<file path="config.mk">
export PLATFORM = sky130hd
export DESIGN_NAME = sram_arbiter
export DESIGN_NICKNAME = d
export VERILOG_FILES = /design/src/rtl/sram_arbiter.sv
export SDC_FILE = /design/constraint.sdc
export NUM_CORES = 1
export LEC_CHECK = 0
export ABC_CLOCK_PERIOD_IN_PS = 3000
export CORE_AREA = 8 8 111 113
export CTS_BUF_LIST = sky130_fd_sc_hd__clkbuf_2
export CTS_CLUSTER_DIAMETER = 30
export DETAILED_ROUTE_END_ITERATION = 10
export DIE_AREA = 0 0 119 121
export GPL_ROUTABILITY_DRIVEN = 0
export GPL_TIMING_DRIVEN = 0
export PLACE_DENSITY = 0.64
export SYNTH_ARGS = -nofsm -noshare
export SYNTH_HDL_FRONTEND = slang
export SYNTH_SLANG_ARGS = --single-unit
</file>
<file path="constraint.sdc">
create_clock -name clk -period 3 [get_ports clk]
set_input_delay 0.3 -clock clk [delete_from_list [all_inputs] [get_ports clk]]
set_output_delay 0.3 -clock clk [all_outputs]
set_load 0.02 [all_outputs]
</file>
<file path="src/rtl/sram_arbiter.sv">
// sram_arbiter: round-robin two-port arbiter for the SRAM controller word interface with beat-bounded preemption
module sram_arbiter #(
    parameter int MAX_BURST = 4
) (
    input  logic        clk,
    input  logic        rst,
    input  logic [31:0] p0_address,
    input  logic [31:0] p0_wdata,
    input  logic        p0_read,
    input  logic        p0_write,
    output logic [31:0] p0_rdata,
    output logic        p0_ready,
    input  logic [31:0] p1_address,
    input  logic [31:0] p1_wdata,
    input  logic        p1_read,
    input  logic        p1_write,
    output logic [31:0] p1_rdata,
    output logic        p1_ready,
    output logic [31:0] sram_address,
    output logic [31:0] sram_wdata,
    output logic        sram_read,
    output logic        sram_write,
    input  logic [31:0] sram_rdata,
    input  logic        sram_ready,
    output logic [1:0]  grant
);
    localparam int CW = $clog2(MAX_BURST + 1);

    typedef enum logic [1:0] {IDLE, GNT0, GNT1} state_t;

    state_t        state, nxt;
    logic          last;
    logic [CW-1:0] beat_cnt;
    logic          req0, req1, at_cap, g0, g1;

    assign req0   = p0_read | p0_write;
    assign req1   = p1_read | p1_write;
    assign at_cap = beat_cnt == CW'(MAX_BURST - 1);
    assign g0     = state == GNT0;
    assign g1     = state == GNT1;

    // next owner: round-robin on ties, hand over on release or after the last allowed beat
    always_comb begin
        nxt = state;
        if (state == IDLE)
            nxt = (req0 && (!req1 || last)) ? GNT0 : req1 ? GNT1 : IDLE;
        else if (state == GNT0)
            nxt = !req0 ? (req1 ? GNT1 : IDLE) : (sram_ready && at_cap && req1) ? GNT1 : GNT0;
        else if (state == GNT1)
            nxt = !req1 ? (req0 ? GNT0 : IDLE) : (sram_ready && at_cap && req0) ? GNT0 : GNT1;
    end

    // owner, last-granted port and per-grant beat count; count saturates so a late rival still preempts
    always_ff @(posedge clk or posedge rst) begin
        if (rst) begin
            state    <= IDLE;
            last     <= 1'b1;
            beat_cnt <= '0;
        end else begin
            state <= nxt;
            if (nxt != state) begin
                beat_cnt <= '0;
                if (nxt == GNT0) last <= 1'b0;
                if (nxt == GNT1) last <= 1'b1;
            end else if (state != IDLE && sram_ready && !at_cap) begin
                beat_cnt <= beat_cnt + CW'(1);
            end
        end
    end

    assign grant        = {g1, g0};
    assign sram_address = g0 ? p0_address : g1 ? p1_address : '0;
    assign sram_wdata   = g0 ? p0_wdata : g1 ? p1_wdata : '0;
    assign sram_write   = g0 ? p0_write : g1 & p1_write;
    assign sram_read    = g0 ? (p0_read & ~p0_write) : g1 & p1_read & ~p1_write;
    assign p0_ready     = g0 & sram_ready;
    assign p1_ready     = g1 & sram_ready;
    assign p0_rdata     = g0 ? sram_rdata : '0;
    assign p1_rdata     = g1 ? sram_rdata : '0;
endmodule

</file>
### Word-level counts from Yosys, hierarchy flattened

Cells that the tools add are included.

| storage, ports and cells | value |
|---|---|
| input port bits | 167 |
| output and inout port bits | 134 |
| memories kept | 0 |
| latch bits | 0 |
| bits in read-only memories | 0 |
| memory bits (writable) | 0 |
| register bits after elaboration | 6 |

| operators by class | value |
|---|---|
| equal/unequal tests | 6 |
| reduce and logical (&&, ||, !) cells | 14 |
| bitwise logic cells | 10 |
| div/mod/pow operators | 0 |
| mux-type cells | 22 |
| add/sub/neg operators | 1 |
| order comparisons | 0 |
| shift operators | 0 |
| $mul | 0 |

Operators with widths:

| operator | count |
|---|---|
| two-way mux 32 bit | 6 |
| two-way mux 2 bit | 9 |
| bitwise AND 1 bit | 6 |
| logical AND 1 bit | 6 |
| two-way mux 3 bit | 2 |
| nonzero test 2 bit | 3 |
| two-way mux 1 bit | 5 |
| equality test 2 x 1 -> 1 bit, second input constant | 2 |
| equality test 2 bit, second input constant | 2 |
| adder 3 x 1 -> 3 bit, second input constant | 1 |
| equality test 3 x 2 -> 1 bit, second input constant | 1 |
| zero test 1 bit | 2 |
| zero test 2 bit | 1 |
| != test 2 bit | 1 |
| NOT 1 bit | 2 |
| bitwise OR 1 bit | 2 |
| AND reduction 2 bit | 1 |
| logical OR 1 bit | 1 |

### Logic depth before layout (Yosys ltp)

Gate-level depths: netlist of the first run.

| depth | value |
|---|---|
| word-level depth | 11 |
| mapped depth | 6 |

### Worst setup path after synthesis of the first run

OpenSTA, ideal clock, no wires.

| timing | value |
|---|---|
| path type | flip-flop to output port |
| from | reg state[0] |
| to | out sram_address[10] |
| buffers on the path | 3 |
| cell stages (with the launch flop) | 6 |
| arrival time | 1187 ps |
| required time | 2700 ps |
| path slack | 1513 ps |
| cell sequence | dfrtp_1 -> buf_6 -> and2b_1 -> buf_2 -> buf_2 -> a22o_1 |

| on the way | value |
|---|---|
| word-level cells in the longest chain between the ends | 3 |
| elaborated cells between the ends (all ways) | 4 |
| classes of those cells | eq/ne (2); mux (2) |

RTL lines:

| element | RTL line | text |
|---|---|---|
| start: declaration | 31 | `state_t state, nxt;` |
| start signal: assignment | 60 | `state <= nxt;` |
| equality test 2 bit | 40 | `assign g1 = state == GNT1;` |
| two-way mux 32 bit | 72 | `assign sram_address = g0 ? p0_address : g1 ? p1_address : '0;` |
| two-way mux 32 bit (*) | 72 |  |
| end: declaration | 19 | `output logic [31:0] sram_address,` |

Every way passes the cells marked *; elsewhere a longest branch is shown, timed or not.

### Final worst setup path of the first run

| timing | value |
|---|---|
| from | reg state[1] |
| to | out p0_rdata[18] |

| on the way | value |
|---|---|
| word-level cells in the longest chain between the ends | 2 |

RTL lines:

| element | RTL line | text |
|---|---|---|
| equality test 2 x 1 -> 1 bit | 39 | `assign g0 = state == GNT0;` |
| two-way mux 32 bit | 78 | `assign p0_rdata = g0 ? sram_rdata : '0;` |
| end: declaration | 11 | `output logic [31:0] p0_rdata,` |

No other way between the ends.

==> run summary, run 1 <==
Worst path slowest cell: clkdlybuf4s50_1
slowest stage delay, CP: 0.64 ns
most numerous cell in the Yosys netlist: and2_1
top cells by area, synth: a22o_1 (36%), and2_1 (26%), dfrtp_1 (7.9%), buf_2 (5.0%), buf_6 (2.1%)
DR vias/cell: 4.319
max-cap violation count: 0
count of input and output buffers: 300
initial antenna violation count: 0
Synth Flop Type: dfrtp_1
Netlist cell types: 33
final max-slew violation count: 0
VDD IR max: 0.2668 mV
Detailed Route Iter0 Violations: 128
first-pass GRT wire length: 19.13 mm
total power draw: 0.6076 mW
Critical Path Start Type: flop
Syn Nets: 374
Vias: 2803
cts hold-fix bufs: 0
Pleak: 1.867 nW
FMAX: 406.7 MHz
Synth Cell Area: 1587 um2
CTS tree: done
Cell Pwr Density: 127.0 nW/um2
number of synthesized flops with an enable pin: 0
synth cell count leaders: and2_1 (66), a22o_1 (65), buf_2 (16)
# rows: 38
area leader, netlist: a22o_1
Clk Latency, worst-skew pair: 0.23 ns
Post-Synthesis Cells: 205
Seq cells post-synth: 6
post-synthesis sequential area ratio: 9.543%
final setup fails: 0
clk sink count: 6
fraction of registers with async set/reset: 100.0%
Initial Util: 14.96%
Worst Setup End Kind: primary output
total track usage: 16.79%
post-route ant nets: 0
I/O Pins: 301
Congestion Overflow GR: 0
Worst slew margin: 78.09%
crit path max fanout: 10
die extent in y: 121 um
clock skew: 0.01243 ns
vias in the first global route: 2873
DR WL/cell: 20.25 um
setup TNS: 0 ns
WS Path Type: flop to primary output
Worst Tran Pin Value: 0.3274 ns
Syn. warnings: 0
H-Tree Depth: 1
Root Driver: clkbuf_2
Worst Hold Class: input port to async pin
syn avg cell area: 7.739 um2
Final Cycle Share: 81.96%
WL final: 13.14 mm
clk slew on worst S/H paths: 0.07 ns
CP Data Required Time: 2.70 ns
diodes inserted: 0
Arr. time, crit path: 2.16 ns
Crit path max-delay family: buffers and inverters
CTS Buf Count: 3
post-CTS sizing: 0
Die X: 119 um
nets: 679
layout cell share with drive strength beyond 1: 7.073%
final hold viol count: 0
area grow syn2layout: 201.6%
worst path buffer plus inverter count: 3
RSZ-0062 raised after global routing: no
Die ar.: 14400 um2
Synth top area share: 35.88%
Post-route DRC: 0
CP cell instances: and2b_1 -> buf_2 -> clkbuf_2 -> and2_1 -> clkdlybuf4s50_1
CTS max path bufs: 2
clock period minus final worst setup slack: 2.459 ns
largest net degree at the start of global routing: 11
worst slack, placed: 0.6977 ns
drt pass-1 iters: 4
core area: 10600 um2
worst setup margin: 0.5412 ns
status: finished clean
post-CTS setup buffer count: 0
post-DP HPWL: 11.51 mm
[sequential cells by signal, indices dropped and copies added (netlist names)]
name / count
beat_cnt: 3
last: 1
state: 2
[per-layer routing]
metal / vias up / share of wire [%] / global-route usage [%]
li1: 1368 / - / -
met1: 1295 / 39 / 18.65
met2: 138 / 54 / 32.53
met3: 2 / 7.1 / 4.793
met4: 0 / 0.18 / 0.2372
met5: - / 0 / 0
[worst register-to-register path, delay by kind of cell (launching register included)]
family | cells | cell delay [ns]
AO/OA/AOI/OAI | 2 | 0.44
adder cells (fa/ha/maj) | 2 | 0.45
flip-flops | 1 | 0.40
AND/OR/NAND/NOR | 2 | 0.26
[final cells by class]
| class | count | area, um2 |
|---|---|---|
| clock buffer | 4 | 20.02 |
| multi-input combinational | 169 | 1264 |
| inverter | 4 | 15.01 |
| timing repair buffer | 300 | 3003 |
| fill | 1066 | 5818 |
| tap | 140 | 175.2 |
| sequential | 6 | 151.4 |
| buffer | 26 | 156.4 |
[placed cells by master (no fill, tap or decap), types with 2 or more instances in the layout]
cell type	synthesis	final
a22o_1	65	65
o21a_1	2	2
nor2_1	7	7
ha_1	2	2
and2_1	66	66
nor3_1	2	2
buf_2	16	16
clkbuf_2	4	8
and2b_1	2	2
clkdlybuf4s50_1	0	300
buf_4	3	3
dfrtp_1	5	5
o21ai_0	5	5
inv_1	4	4
buf_6	3	3
[final timing paths]
kind	cells after the start	slack, ns	to	from
worst max-delay path	5	0.54	p0_rdata[18]	state[1]
worst min-delay path	2	0.28	beat_cnt[1]	rst
worst max register to register	6	1.37	last	beat_cnt[0]
worst min register to register	2	0.55	beat_cnt[1]	beat_cnt[1]
max in group asynchronous	2	2.44	last	rst
min in group clk	2	0.55	beat_cnt[1]	beat_cnt[1]
[logic make-up after synthesis]
kind of cell | count (synthesis) | synth area share (%)
flip-flops | 6 | 9.543
buffers and inverters | 30 | 10.80
adder cells (fa/ha/maj) | 2 | 1.577
AO/OA/AOI/OAI | 81 | 43.30
XOR/XNOR | 1 | 0.5522
AND/OR/NAND/NOR | 84 | 33.60
multiplexers | 1 | 0.6309
[stage by stage]
stage	utilization [%]	cell area (um2)	hold slack (ns)	cells
5_1_grt	45.13	4785	0.3011	649
6_report	45.13	4785	0.2837	649
4_1_cts	45.13	4785	0.2774	649
3_3_place_gp	44.94	4765	0.5133	645
3_5_place_dp	44.94	4765	0.5400	645
2_1_floorplan	-	1587	0.09023	205
[report_power, final]
part / switching, mW / internal [mW] / leakage [nW]
registers: 0.0129 / 0.103 / 0.0628
clock network: 0.0298 / 0.0353 / 0.0166
logic: 0.141 / 0.285 / 1.79
Power figures use the tool's default switching activity.
==> run 2, diff against run 1 <==
==> config.mk (replaced) <==
export PLATFORM = sky130hd
export DESIGN_NAME = sram_arbiter
export DESIGN_NICKNAME = d
export VERILOG_FILES = /design/src/rtl/sram_arbiter.sv
export SDC_FILE = /design/constraint.sdc
export NUM_CORES = 1
export LEC_CHECK = 0
export ABC_CLOCK_PERIOD_IN_PS = 2100
export CORE_AREA = 8 8 112 114
export CTS_BUF_LIST = sky130_fd_sc_hd__clkbuf_2
export CTS_CLUSTER_DIAMETER = 30
export DETAILED_ROUTE_END_ITERATION = 10
export DIE_AREA = 0 0 120 122
export GPL_ROUTABILITY_DRIVEN = 0
export GPL_TIMING_DRIVEN = 0
export PLACE_DENSITY = 0.66
export SYNTH_ARGS = -nofsm -noshare
export SYNTH_HDL_FRONTEND = slang
export SYNTH_SLANG_ARGS = --single-unit
==> constraint.sdc (replaced) <==
create_clock -name clk -period 2.1 [get_ports clk]
set_input_delay 0.21 -clock clk [delete_from_list [all_inputs] [get_ports clk]]
set_output_delay 0.21 -clock clk [all_outputs]
set_load 0.02 [all_outputs]
==> run summary, run 2 (same netlist as run 1, synthesis figures left out) <==
# rows: 38 (unchanged)
H-Tree Depth: 1 (unchanged)
Vias: 2783 (-0.71%)
RSZ-0062 raised after global routing: no
post-CTS setup buffer count: 0 (unchanged)
CP Data Required Time: 1.89 ns (-0.81 ns)
worst setup margin: 0.1224 ns (-0.4188 ns)
Final Cycle Share: 94.17%
uppermost layer routed: met4
area grow syn2layout: 195.3%
biggest regs: beat_cnt: 3 flops, state: 2 flops, last: 1 flops
number of flip-flops under the largest register name: 3 (unchanged)
status: finished clean
clk slew on worst S/H paths: 0.07 ns (about the same)
WL final: 12.22 mm (-7.0%)
Congestion Overflow GR: 0 (unchanged)
NetSw: 0.2604 mW (+42%)
I/O Pins: 301 (unchanged)
CTS Buf Count: 3 (unchanged)
commonest non-fill, non-tap cells in the layout: clkdlybuf4s50_1 (166), dlygate4sd2_1 (108), and2_1 (66)
post-route ant nets: 0 (unchanged)
post-DP HPWL: 10.91 mm (-5.2%)
met2 WL post-DR: 6.581 mm (-6.9%)
wl on met1: 4.494 mm (-12%)
met3 wire length: 1.080 mm (+16%)
final setup fails: 0 (unchanged)
Initial Util: 14.83% (-0.13 points)
slowest stage delay, CP: 0.37 ns (-0.27 ns)
clock skew: 0.01252 ns (+0.00008490 ns)
drt pass-1 iters: 4 (unchanged)
register bank with the most flops: beat_cnt
final max-slew violation count: 0 (unchanged)
cts hold-fix bufs: 0 (unchanged)
most common cell after layout, fill and taps aside: clkdlybuf4s50_1
worst slack, placed: -0.07487 ns (-0.7726 ns)
WS Path Type: flop to primary output
largest net degree at the start of global routing: 11 (unchanged)
total track usage: 15.05% (-1.7 points)
Worst Hold Class: input port to async pin
first-pass GRT wire length: 17.54 mm (-8.3%)
core area: 10700 um2 (+0.90%)
layout cell share with drive strength beyond 1: 7.269% (+0.20 points)
multi-input gate area in the final layout: 1264 um2 (unchanged)
DR vias/cell: 4.288 (-0.71%)
Cell Pwr Density: 181.3 nW/um2 (+43%)
Worst Tran Pin Value: 0.3254 ns (-0.002028 ns)
initial antenna violation count: 0 (unchanged)
Worst Setup End Kind: primary output
WHS: 0.1870 ns (-0.09670 ns)
FMAX: 505.7 MHz
Worst slew margin: 78.23% (+0.14 points)
Worst path slowest cell: dfrtp_1
clk sink count: 6 (unchanged)
post-CTS sizing: 137 (+137)
count of input and output buffers: 300 (unchanged)
VDD IR max: 0.4166 mV (+56%)
Pleak: 2.489 nW (+33%)
final hold viol count: 0 (unchanged)
nets: 679 (unchanged)
sequential cell area: 151.4 um2 (unchanged)
Root Driver: clkbuf_2
Die ar.: 14640 um2 (+1.7%)
Clk Latency, worst-skew pair: 0.23 ns (about the same)
Pint: 0.5888 mW (+39%)
Logic pwr share: 69.2% (-1.0 points)
Arr. time, crit path: 1.77 ns (-0.39 ns)
Critical Path Start Type: flop
clock period minus final worst setup slack: 1.978 ns
CP cell instances: buf_6 -> nor2b_1 -> buf_4 -> clkbuf_4 -> a22o_1 -> dlygate4sd2_1
sequential power share: 19.5% (+0.4 points)
die extent in y: 122 um (+0.83%)
CTS max path bufs: 2 (unchanged)
diodes inserted: 0 (unchanged)
CTS tree: done
Die X: 120 um (+0.84%)
crit path max fanout: 10 (unchanged)
max-cap violation count: 0 (unchanged)
FILL cells: 1121 (+5.2%)
DR WL/cell: 18.83 um (-7.0%)
switching share of power: 30.66% (+0.40 points)
Detailed Route Iter0 Violations: 102 (-20%)
Post-route DRC: 0 (unchanged)
vias in the first global route: 2926 (+1.8%)
Clock power frac: 11.3% (+0.6 points)
run 2: cell types whose count changed in the layout (fill, tap and decap cells not counted):
cell / delta
clkdlybuf4s50_1: -134
dlygate4sd2_1: +108
clkdlybuf4s15_1: +21
buf_2: -11
buf_4: +6
clkbuf_4: +6
dlymetal6s2s_1: +4
run 2: worst max-delay path: cells and delay by family, from the launching register on:
kind	cells	cell delay [ns]
flops	1	0.37
simple gates	1	0.10
buf+inv	4	0.93
compound gates	1	0.15
run 2: through the flow:
step           TNS (ns)  total power [mW]  area [um2]  cells  utilization, %
2_1_floorplan         0            0.3611        1587    205               -
3_3_place_gp    -0.7507            0.7590        4765    645           44.54
3_5_place_dp     -1.700            0.7757        4765    645           44.54
4_1_cts         -0.6846            0.8567        4639    649           43.37
5_1_grt               0            0.9123        4684    649           43.79
6_report              0            0.8493        4684    649           43.79
run 2: area by class of cell:
class	instances	area share [%]
repair buffers	300	61.32
inverters	4	0.3205
clock buffers	4	0.4274
plain buffers	26	3.980
flip-flops and latches	6	3.232
well taps	140	3.739
multi-input cells	169	26.98
run 2: path summary, 6_finish.rpt:
check,from,to,slack (ns),cells past startpoint
worst max-delay path,state[0],sram_address[25],0.12,6
worst min-delay path,rst,beat_cnt[2],0.19,2
worst max register to register,beat_cnt[0],last,0.47,6
worst min register to register,beat_cnt[1],beat_cnt[1],0.53,2
max in group asynchronous,rst,last,1.64,2
min in group clk,beat_cnt[1],beat_cnt[1],0.53,2
run 2: power groups by stage:
stage | logic, mW | clock network [mW] | registers [mW]
after floorplan | 0.198 | 0 | 0.163
after global placement | 0.593 | 0 | 0.165
after detailed placement | 0.607 | 0 | 0.169
after CTS | 0.592 | 0.0979 | 0.167
after global routing | 0.635 | 0.105 | 0.172
final | 0.588 | 0.0957 | 0.166
run 2: layer usage:
metal	vias to the layer above	global-route usage, %
met3	8	4.859
met2	152	29.55
met1	1258	15.77
met5	-	0
li1	1365	-
met4	0	1.327
==> run 3, diff against run 2 <==
--- a/config.mk
+++ b/config.mk
@@ -14,6 +14,7 @@
 export GPL_ROUTABILITY_DRIVEN = 0
 export GPL_TIMING_DRIVEN = 0
 export PLACE_DENSITY = 0.66
+export SLEW_MARGIN = 10
 export SYNTH_ARGS = -nofsm -noshare
 export SYNTH_HDL_FRONTEND = slang
 export SYNTH_SLANG_ARGS = --single-unit
==> results of run 3 <==
The final DEF is identical to that of run 2; final timing and power are the same.
